<file path="src/rtl/fetch_if.sv">
// ============================================================================
// Module  : fetch_if
// Brief   : Bundle of fetch-stage control, memory and IF/ID signals.
// Revision: 1.0
// ============================================================================
`default_nettype none

interface fetch_if #(
  parameter int WORDSIZE    = 64,
  parameter int INSTSIZE    = 32,
  parameter int COUNTERSIZE = 3
);
  logic                   stall;
  logic                   branch_taken;
  logic [WORDSIZE-1:0]    branch_target;
  logic [INSTSIZE-1:0]    instruction_in;
  logic [WORDSIZE-1:0]    pc_out;
  logic [COUNTERSIZE-1:0] stage;
  logic [WORDSIZE-1:0]    ifid_pc;
  logic [INSTSIZE-1:0]    ifid_instruction;
  logic                   ifid_valid;

  // The fetch unit itself is the master: it owns the PC and the IF/ID register.
  modport master (
    input  stall, branch_taken, branch_target, instruction_in,
    output pc_out, stage, ifid_pc, ifid_instruction, ifid_valid
  );

  modport slave (
    output stall, branch_taken, branch_target, instruction_in,
    input  pc_out, stage, ifid_pc, ifid_instruction, ifid_valid
  );
endinterface

`default_nettype wire

</file>
<file path="src/rtl/fetch.sv">
// ============================================================================
// Module  : fetch
// Brief   : Instruction-fetch stage: PC, IF/ID register and fill counter.
// Revision: 1.0
// ============================================================================
`default_nettype none

module fetch #(
  parameter int WORDSIZE    = 64,
  parameter int INSTSIZE    = 32,
  parameter int COUNTERSIZE = 3
) (
  input  logic     clk,
  input  logic     reset,
  fetch_if.master  bus
);

  localparam logic [WORDSIZE-1:0]    C_PC_STEP  = WORDSIZE'(4);
  localparam logic [WORDSIZE-1:0]    C_ALIGN    = ~WORDSIZE'(3);
  localparam logic [COUNTERSIZE-1:0] C_CNT_ONE  = COUNTERSIZE'(1);
  localparam logic [COUNTERSIZE-1:0] C_CNT_MAX  = '1;

  logic [WORDSIZE-1:0]    pc_q,         pc_d;
  logic [COUNTERSIZE-1:0] stage_q,      stage_d;
  logic [WORDSIZE-1:0]    ifid_pc_q,    ifid_pc_d;
  logic [INSTSIZE-1:0]    ifid_instr_q, ifid_instr_d;
  logic                   ifid_valid_q, ifid_valid_d;

  always_ff @(posedge clk or posedge reset) begin
    if (reset) begin
      pc_q         <= '0;
      stage_q      <= '0;
      ifid_pc_q    <= '0;
      ifid_instr_q <= '0;
      ifid_valid_q <= 1'b0;
    end else begin
      pc_q         <= pc_d;
      stage_q      <= stage_d;
      ifid_pc_q    <= ifid_pc_d;
      ifid_instr_q <= ifid_instr_d;
      ifid_valid_q <= ifid_valid_d;
    end
  end

  always_comb begin
    pc_d         = pc_q;
    ifid_pc_d    = ifid_pc_q;
    ifid_instr_d = ifid_instr_q;
    ifid_valid_d = ifid_valid_q;
    stage_d      = (stage_q == C_CNT_MAX) ? stage_q : stage_q + C_CNT_ONE;

    // Redirect beats stall; the flushed slot becomes an all-zero bubble.
    if (bus.branch_taken) begin
      pc_d         = bus.branch_target & C_ALIGN;
      ifid_pc_d    = '0;
      ifid_instr_d = '0;
      ifid_valid_d = 1'b0;
    end else if (!bus.stall) begin
      pc_d         = pc_q + C_PC_STEP;
      ifid_pc_d    = pc_q;
      ifid_instr_d = bus.instruction_in;
      ifid_valid_d = 1'b1;
    end
  end

  assign bus.pc_out           = pc_q;
  assign bus.stage            = stage_q;
  assign bus.ifid_pc          = ifid_pc_q;
  assign bus.ifid_instruction = ifid_instr_q;
  assign bus.ifid_valid       = ifid_valid_q;

endmodule

`default_nettype wire

</file>
<file path="src/flat_wrapper.sv">
// flat-port wrapper written by rule: the top's interface ports become plain ports
module fetch_flat 
#(
  parameter int WORDSIZE    = 64,
  parameter int INSTSIZE    = 32,
  parameter int COUNTERSIZE = 3
)
  (clk, reset, bus_stall, bus_branch_taken, bus_branch_target, bus_instruction_in, bus_pc_out, bus_stage, bus_ifid_pc, bus_ifid_instruction, bus_ifid_valid);
  fetch_if #(.WORDSIZE(WORDSIZE), .INSTSIZE(INSTSIZE), .COUNTERSIZE(COUNTERSIZE)) bus_i ();
  input  logic clk;
  input  logic reset;
  input wire logic [$bits(bus_i.stall)-1:0] bus_stall;
  input wire logic [$bits(bus_i.branch_taken)-1:0] bus_branch_taken;
  input wire logic [$bits(bus_i.branch_target)-1:0] bus_branch_target;
  input wire logic [$bits(bus_i.instruction_in)-1:0] bus_instruction_in;
  output wire logic [$bits(bus_i.pc_out)-1:0] bus_pc_out;
  output wire logic [$bits(bus_i.stage)-1:0] bus_stage;
  output wire logic [$bits(bus_i.ifid_pc)-1:0] bus_ifid_pc;
  output wire logic [$bits(bus_i.ifid_instruction)-1:0] bus_ifid_instruction;
  output wire logic [$bits(bus_i.ifid_valid)-1:0] bus_ifid_valid;
  assign bus_i.stall = bus_stall;
  assign bus_i.branch_taken = bus_branch_taken;
  assign bus_i.branch_target = bus_branch_target;
  assign bus_i.instruction_in = bus_instruction_in;
  assign bus_pc_out = bus_i.pc_out;
  assign bus_stage = bus_i.stage;
  assign bus_ifid_pc = bus_i.ifid_pc;
  assign bus_ifid_instruction = bus_i.ifid_instruction;
  assign bus_ifid_valid = bus_i.ifid_valid;
  fetch #(.WORDSIZE(WORDSIZE), .INSTSIZE(INSTSIZE), .COUNTERSIZE(COUNTERSIZE)) u_core (.clk(clk), .reset(reset), .bus(bus_i));
endmodule
</file>
<file path="config.mk">
export PLATFORM = sky130hd
export DESIGN_NAME = fetch_flat
export DESIGN_NICKNAME = d
export VERILOG_FILES = /design/src/rtl/fetch_if.sv /design/src/rtl/fetch.sv /design/src/flat_wrapper.sv
export SDC_FILE = /design/constraint.sdc
export NUM_CORES = 1
export LEC_CHECK = 0
export CAP_MARGIN = 20
export CORE_ASPECT_RATIO = 0.75
export CORE_UTILIZATION = 42
export DETAILED_ROUTE_END_ITERATION = 10
export GPL_ROUTABILITY_DRIVEN = 0
export PLACE_DENSITY = 0.87
export SETUP_SLACK_MARGIN = 0.02
export SLEW_MARGIN = 5
export SYNTH_ARGS = -nofsm -noshare
export SYNTH_HDL_FRONTEND = slang
export SYNTH_SLANG_ARGS = --single-unit
</file>
<file path="constraint.sdc">
create_clock -name clk -period 5.8 [get_ports clk]
set_input_delay 1.16 -clock clk [delete_from_list [all_inputs] [get_ports clk]]
set_output_delay 1.16 -clock clk [all_outputs]
set_load 0.01 [all_outputs]
</file>
==> results of run 1 <==
==> final cells by class <==
class,count,area (um^2)
tap,242,302.8
sequential,161,4029
fill,1428,6771
timing repair buffer,266,2664
clock buffer,20,446.7
antenna,1,2.502
clock inverter,11,105.1
multi-input combinational,552,3455
inverter,9,38.79
==> per-layer routing <==
layer  global-route usage (%)  vias up  wire, um
met2                    39.69      330     11000
met5                        0        -         0
met4                    7.031        0       275
li1                         -     3229         -
met1                    32.62     3402     10170
met3                    7.715       22      2058
==> state kept, by name (all words and copies together), names as in the netlist <==
name,flops
u_core.bus.pc_out,62
u_core.bus.ifid_valid,1
u_core.bus.ifid_instruction,32
u_core.bus.ifid_pc,63
u_core.bus.stage,3
==> Yosys cell counts, drive strengths merged, types with 2 or more instances <==
library cell / number
clkbuf: 31
ha: 3
o31ai: 13
inv: 8
nor2: 131
a21oi: 5
or2: 3
mux2: 3
buf: 17
dfrtp: 161
nor2b: 5
xnor2: 17
a211o: 2
and4: 6
nor3: 5
xor2: 14
or3: 9
a31oi: 25
nor4: 13
nand4: 34
a22oi: 3
mux2i: 96
and3: 8
and2: 4
o21ai: 39
or4: 18
nand2: 59
nand3: 26
==> through the flow <==
| stage | hold WS [ns] | util [%] | setup WS (ns) | cell area, um^2 |
|---|---|---|---|---|
| 6_report | 0.5172 | 61.99 | 2.180 | 11040 |
| 5_1_grt | 0.5417 | 61.99 | 2.117 | 11040 |
| 4_1_cts | 0.5256 | 61.82 | 2.186 | 11010 |
| 3_5_place_dp | 0.5118 | 58.72 | 1.843 | 10460 |
| 3_3_place_gp | 0.5031 | 58.72 | 1.935 | 10460 |
| 2_1_floorplan | 0.5316 | - | 0.2917 | 7715 |
==> cell families after synthesis <==
family	synth area share (%)
simple gates	20.69
flops	52.25
other cells	0.04863
compound gates	7.107
xor+xnor	3.521
mux	12.90
fa+ha+maj	0.4868
buf+inv	3.002
==> critical path: stages <==
cell and delay [ns]:
buf_6 0.21, and4b_1 0.40, and2_0 0.41, nand4_1 0.71, or4b_2 0.88, a31oi_1 0.18
==> power breakdown <==
group	switching (mW)	total, mW	internal [mW]
sequential	0.111	1.32	1.21
combinational	0.234	0.527	0.292
clock	0.474	1.08	0.604
total	0.819	2.92	2.10
==> how the worst max path moves through the flow <==
| stage | start | to | slack, ns |
|---|---|---|---|
| 5_1_grt | bus_stall | u_core.bus.pc_out[41] | 2.12 |
| 2_1_floorplan | reset | u_core.bus.ifid_instruction[0] | 0.29 |
| 6_report | bus_stall | u_core.bus.pc_out[41] | 2.18 |
| 3_3_place_gp | bus_stall | u_core.bus.pc_out[41] | 1.94 |
| 4_1_cts | bus_stall | u_core.bus.pc_out[41] | 2.19 |
| 3_5_place_dp | bus_stall | u_core.bus.pc_out[41] | 1.84 |
==> impl_metrics.json, run 1 <==
{
  "synthesis.area_um2": 7711,
  "synth_top_flop_cell": "dfrtp_1",
  "fin_skew_ns": 0.01343,
  "routed_wl_um": 23500,
  "dieArea_um2": 18910,
  "port_buffers": 259,
  "min_path_cells": 2,
  "vias": 6983,
  "synth-edff-count": 0,
  "syn-instance-count": 769,
  "cts_tree": "built",
  "hold_buffers": 0,
  "drtIter0Drc": 712,
  "fp.dieW_um": 158.5,
  "critPathKind": "in2reg",
  "final_cell_mix": "clkdlybuf4s50_1, dfrtp_1, nor2_1",
  "initial_core_util_pct": 43.29,
  "route.detailed.drc": 0,
  "r2r_end": "u_core.bus.pc_out[41]",
  "min_to": "u_core.bus.ifid_pc[4]",
  "netlist.area_leader.share_pct": 52.25,
  "yosysSeqAreaShare_pct": 52.25,
  "post-place-cells": 1229,
  "r2r_start": "u_core.bus.pc_out[5]",
  "rsz0062_at_grt": "false",
  "grt_pass1_vias": 6784,
  "drive_gt1_share_pct": 4.809,
  "drv_slew": 0,
  "power_mw": 2.923,
  "min_period_ns": 3.620,
  "grt_first_pass_wirelength_um": 35980,
  "synth_seq_cells": 161,
  "grt_max_degree": 78,
  "wl_per_cell_um": 18.62,
  "relSlewSlack_pct": 30.45,
  "min_period_over_period_pct": 62.42,
  "status": "finished, final reports clean",
  "clock_sinks": 161,
  "setup_viol": 0,
  "root_buffer": "clkbuf_16",
  "r2r_cells": 5,
  "grt_overflow": 0,
  "die_h_um": 119.3,
  "grt_usage_pct": 24.96,
  "setup_tns_ns": 0,
  "dp_hpwl_um": 16460,
  "async_flop_share_pct": 100.0,
  "hold_class": "reg2reg",
  "via_per_inst": 5.533,
  "final_cells": 1262,
  "cts_setup_buffers": 0,
  "antenna_found_initial": 1,
  "rows": 42,
  "area_delta_synth_final_pct": 43.21,
  "yosys_warnings": 0,
  "start_kind": "input port",
  "clkTransAtPathRegs_ns": 0.06,
  "ios": 264,
  "htree_num_levels": 4,
  "pwr_density_cell_nw_per_um2": 264.7,
  "cts_resized": 0,
  "synth_top_area_cell": "dfrtp_1",
  "crit_path_max_fanout": 38,
  "required_ns": 6.14,
  "crit_path_end_kind": "register",
  "nets": 1110,
  "leakagePower_nw": 4.661,
  "worst-slew-pin-transition_ns": 1.034,
  "cts_buffers": 17,
  "synthTopCellsByArea": "dfrtp_1, mux2i_1, nor2_1",
  "min_from": "u_core.bus.ifid_pc[4]",
  "hold_viol": 0,
  "worstPathArrival_ns": 3.97,
  "ys_types": 47,
  "clock_path_buffers": 2,
  "clock_latency_ns": 0.43,
  "max_freq_mhz": 276.2,
  "cap_violations": 0,
  "floorplan.core_area_um2": 17810,
  "ff2ff_setup_slack_ns": 2.69,
  "syn_area_per_cell_um2": 10.03,
  "peakVddDrop_v": 0.0001651,
  "drtAntennaViolNets": 0,
  "layout_commonest_cell": "clkdlybuf4s50_1",
  "dr.pass1.iters": 5
}
Note: power is estimated with default switching activity, not from simulation.
==> run 2, diff against run 1 <==
==> constraint.sdc (replaced) <==
create_clock -name clk -period 3.25 [get_ports clk]
set_input_delay 0.65 -clock clk [delete_from_list [all_inputs] [get_ports clk]]
set_output_delay 0.65 -clock clk [all_outputs]
set_load 0.01 [all_outputs]
==> run 2 against run 1 <==
Net effect:
- worst hold slack worse by 0.029 ns
- non-clock buffer count rose by 12
- clock skew fell by 0.0021 ns
- via count up 0.64%
- flip-flop and latch count unchanged
- global-route usage is 0.53 points higher
- worst setup slack worse by 1.7 ns
- die area is the same
- power is 78% higher
- sequential share of layout area fell by 0.36 points
- cell count increased by 0.95%
- critical endpoint is now u_core.bus.pc_out[58]
==> impl_metrics.json, run 2 (same netlist as run 1, synthesis figures left out) <==
{
  "rsz0062_at_grt": "false",
  "routed_wl_um": 23570,
  "grt_pass1_vias": 6874,
  "min_period_ns": 2.761,
  "hold_class": "in2reg",
  "final_cell_mix": "clkdlybuf4s50_1, dfrtp_1, nor2_1",
  "antennaDiodeCount": 0,
  "required_ns": 3.59,
  "cts_buffers": 17,
  "path_buf_inv": 0,
  "peakVddDrop_v": 0.0003056,
  "grt_overflow": 0,
  "drtIter0Drc": 588,
  "leakagePower_nw": 4.730,
  "drv_slew": 0,
  "root_buffer": "clkbuf_16",
  "htree_num_levels": 4,
  "via_per_inst": 5.516,
  "cts_resized": 0,
  "min_period_over_period_pct": 84.95,
  "hold_viol": 0,
  "pwr_density_cell_nw_per_um2": 466.4,
  "largest_reg_flops": 63,
  "port_buffers": 259,
  "clock_latency_ns": 0.43,
  "max_freq_mhz": 362.2,
  "ios": 264,
  "design_area_um2": 11150,
  "hold_buffers": 0,
  "drtAntennaViolNets": 0,
  "worstPathArrival_ns": 3.10,
  "cts_setup_buffers": 0,
  "floorplan.core_area_um2": 17810,
  "die_h_um": 119.3,
  "grt_max_degree": 110,
  "drive_gt1_share_pct": 6.202,
  "grt_first_pass_wirelength_um": 36750,
  "relSlewSlack_pct": 28.25,
  "fin_skew_ns": 0.01137,
  "critPathKind": "reg2reg",
  "initial_core_util_pct": 43.29,
  "fp.dieW_um": 158.5,
  "grt_usage_pct": 25.48,
  "slowest_delay_ns": 0.72,
  "start_kind": "register",
  "antenna_found_initial": 0,
  "clock_path_buffers": 2,
  "clock_sinks": 161,
  "cp_cell_sequence": "and3_1 > nand4_1 > or4_4 > or4_1 > a31oi_1",
  "nets": 1122,
  "setup_tns_ns": 0,
  "dr.pass1.iters": 5,
  "layout_commonest_cell": "clkdlybuf4s50_1",
  "crit_path_max_fanout": 11,
  "area_delta_synth_final_pct": 44.65,
  "crit_path_end_kind": "register",
  "crit_slowest_cell": "or4_4",
  "clkTransAtPathRegs_ns": 0.07,
  "dieArea_um2": 18910,
  "dp_hpwl_um": 17090,
  "placed_cell_area_um2": 10600,
  "vias": 7028,
  "route.detailed.drc": 0,
  "cts_tree": "built",
  "rows": 42,
  "wl_per_cell_um": 18.50,
  "status": "finished, final reports clean",
  "setup_viol": 0,
  "worst-slew-pin-transition_ns": 1.076,
  "crit_family": "simple AND/OR/NAND/NOR gates",
  "cap_violations": 0
}
## run 2: where the power goes
group	switching (mW)	leakage (nW)	internal, mW
Clock	0.865	0.267	1.03
Combinational	0.428	2.44	0.534
Sequential	0.192	2.02	2.15
Total	1.48	4.73	3.72
## run 2: per-layer routing
layer	part of all wire (%)	global-route usage [%]
met5	0	0
met4	1.2	6.250
met3	11	8.843
met2	46	40.87
met1	42	32.77
## run 2: worst paths after layout
check	from	to	slack, ns	cells after the start
worst max register to register	u_core.bus.pc_out[7]	u_core.bus.pc_out[58]	0.49	5
min in group asynchronous	reset	u_core.bus.ifid_instruction[15]	0.66	2
worst min-delay path	bus_branch_taken	u_core.bus.ifid_pc[25]	0.49	2
worst max-delay path	u_core.bus.pc_out[7]	u_core.bus.pc_out[58]	0.49	5
max in group asynchronous	reset	u_core.bus.pc_out[29]	1.85	3
worst min register to register	u_core.bus.stage[0]	u_core.bus.stage[0]	0.51	1
## run 2: stage by stage
| step | util [%] | hold WS, ns | instances | worst slack, ns | total power [mW] |
|---|---|---|---|---|---|
| after floorplan | - | 0.5316 | 770 | 0.5572 | 2.760 |
| after global placement | 59.50 | 0.4913 | 1242 | 0.5487 | 3.314 |
| after detailed placement | 59.50 | 0.5067 | 1242 | 0.5263 | 3.342 |
| after CTS | 62.61 | 0.4677 | 1274 | 0.5061 | 5.239 |
| after global routing | 62.61 | 0.4767 | 1274 | 0.2982 | 5.432 |
| final | 62.61 | 0.4886 | 1274 | 0.4890 | 5.202 |
## run 2: cell type report
class                   instances  area (um^2)
fillers                      1394         6660
multi-input cells             552         3455
inverters                       9        37.54
clock inverters                13        102.6
flip-flops and latches        161         4029
well taps                     242        302.8
clock buffers                  19        452.9
repair buffers                278         2775
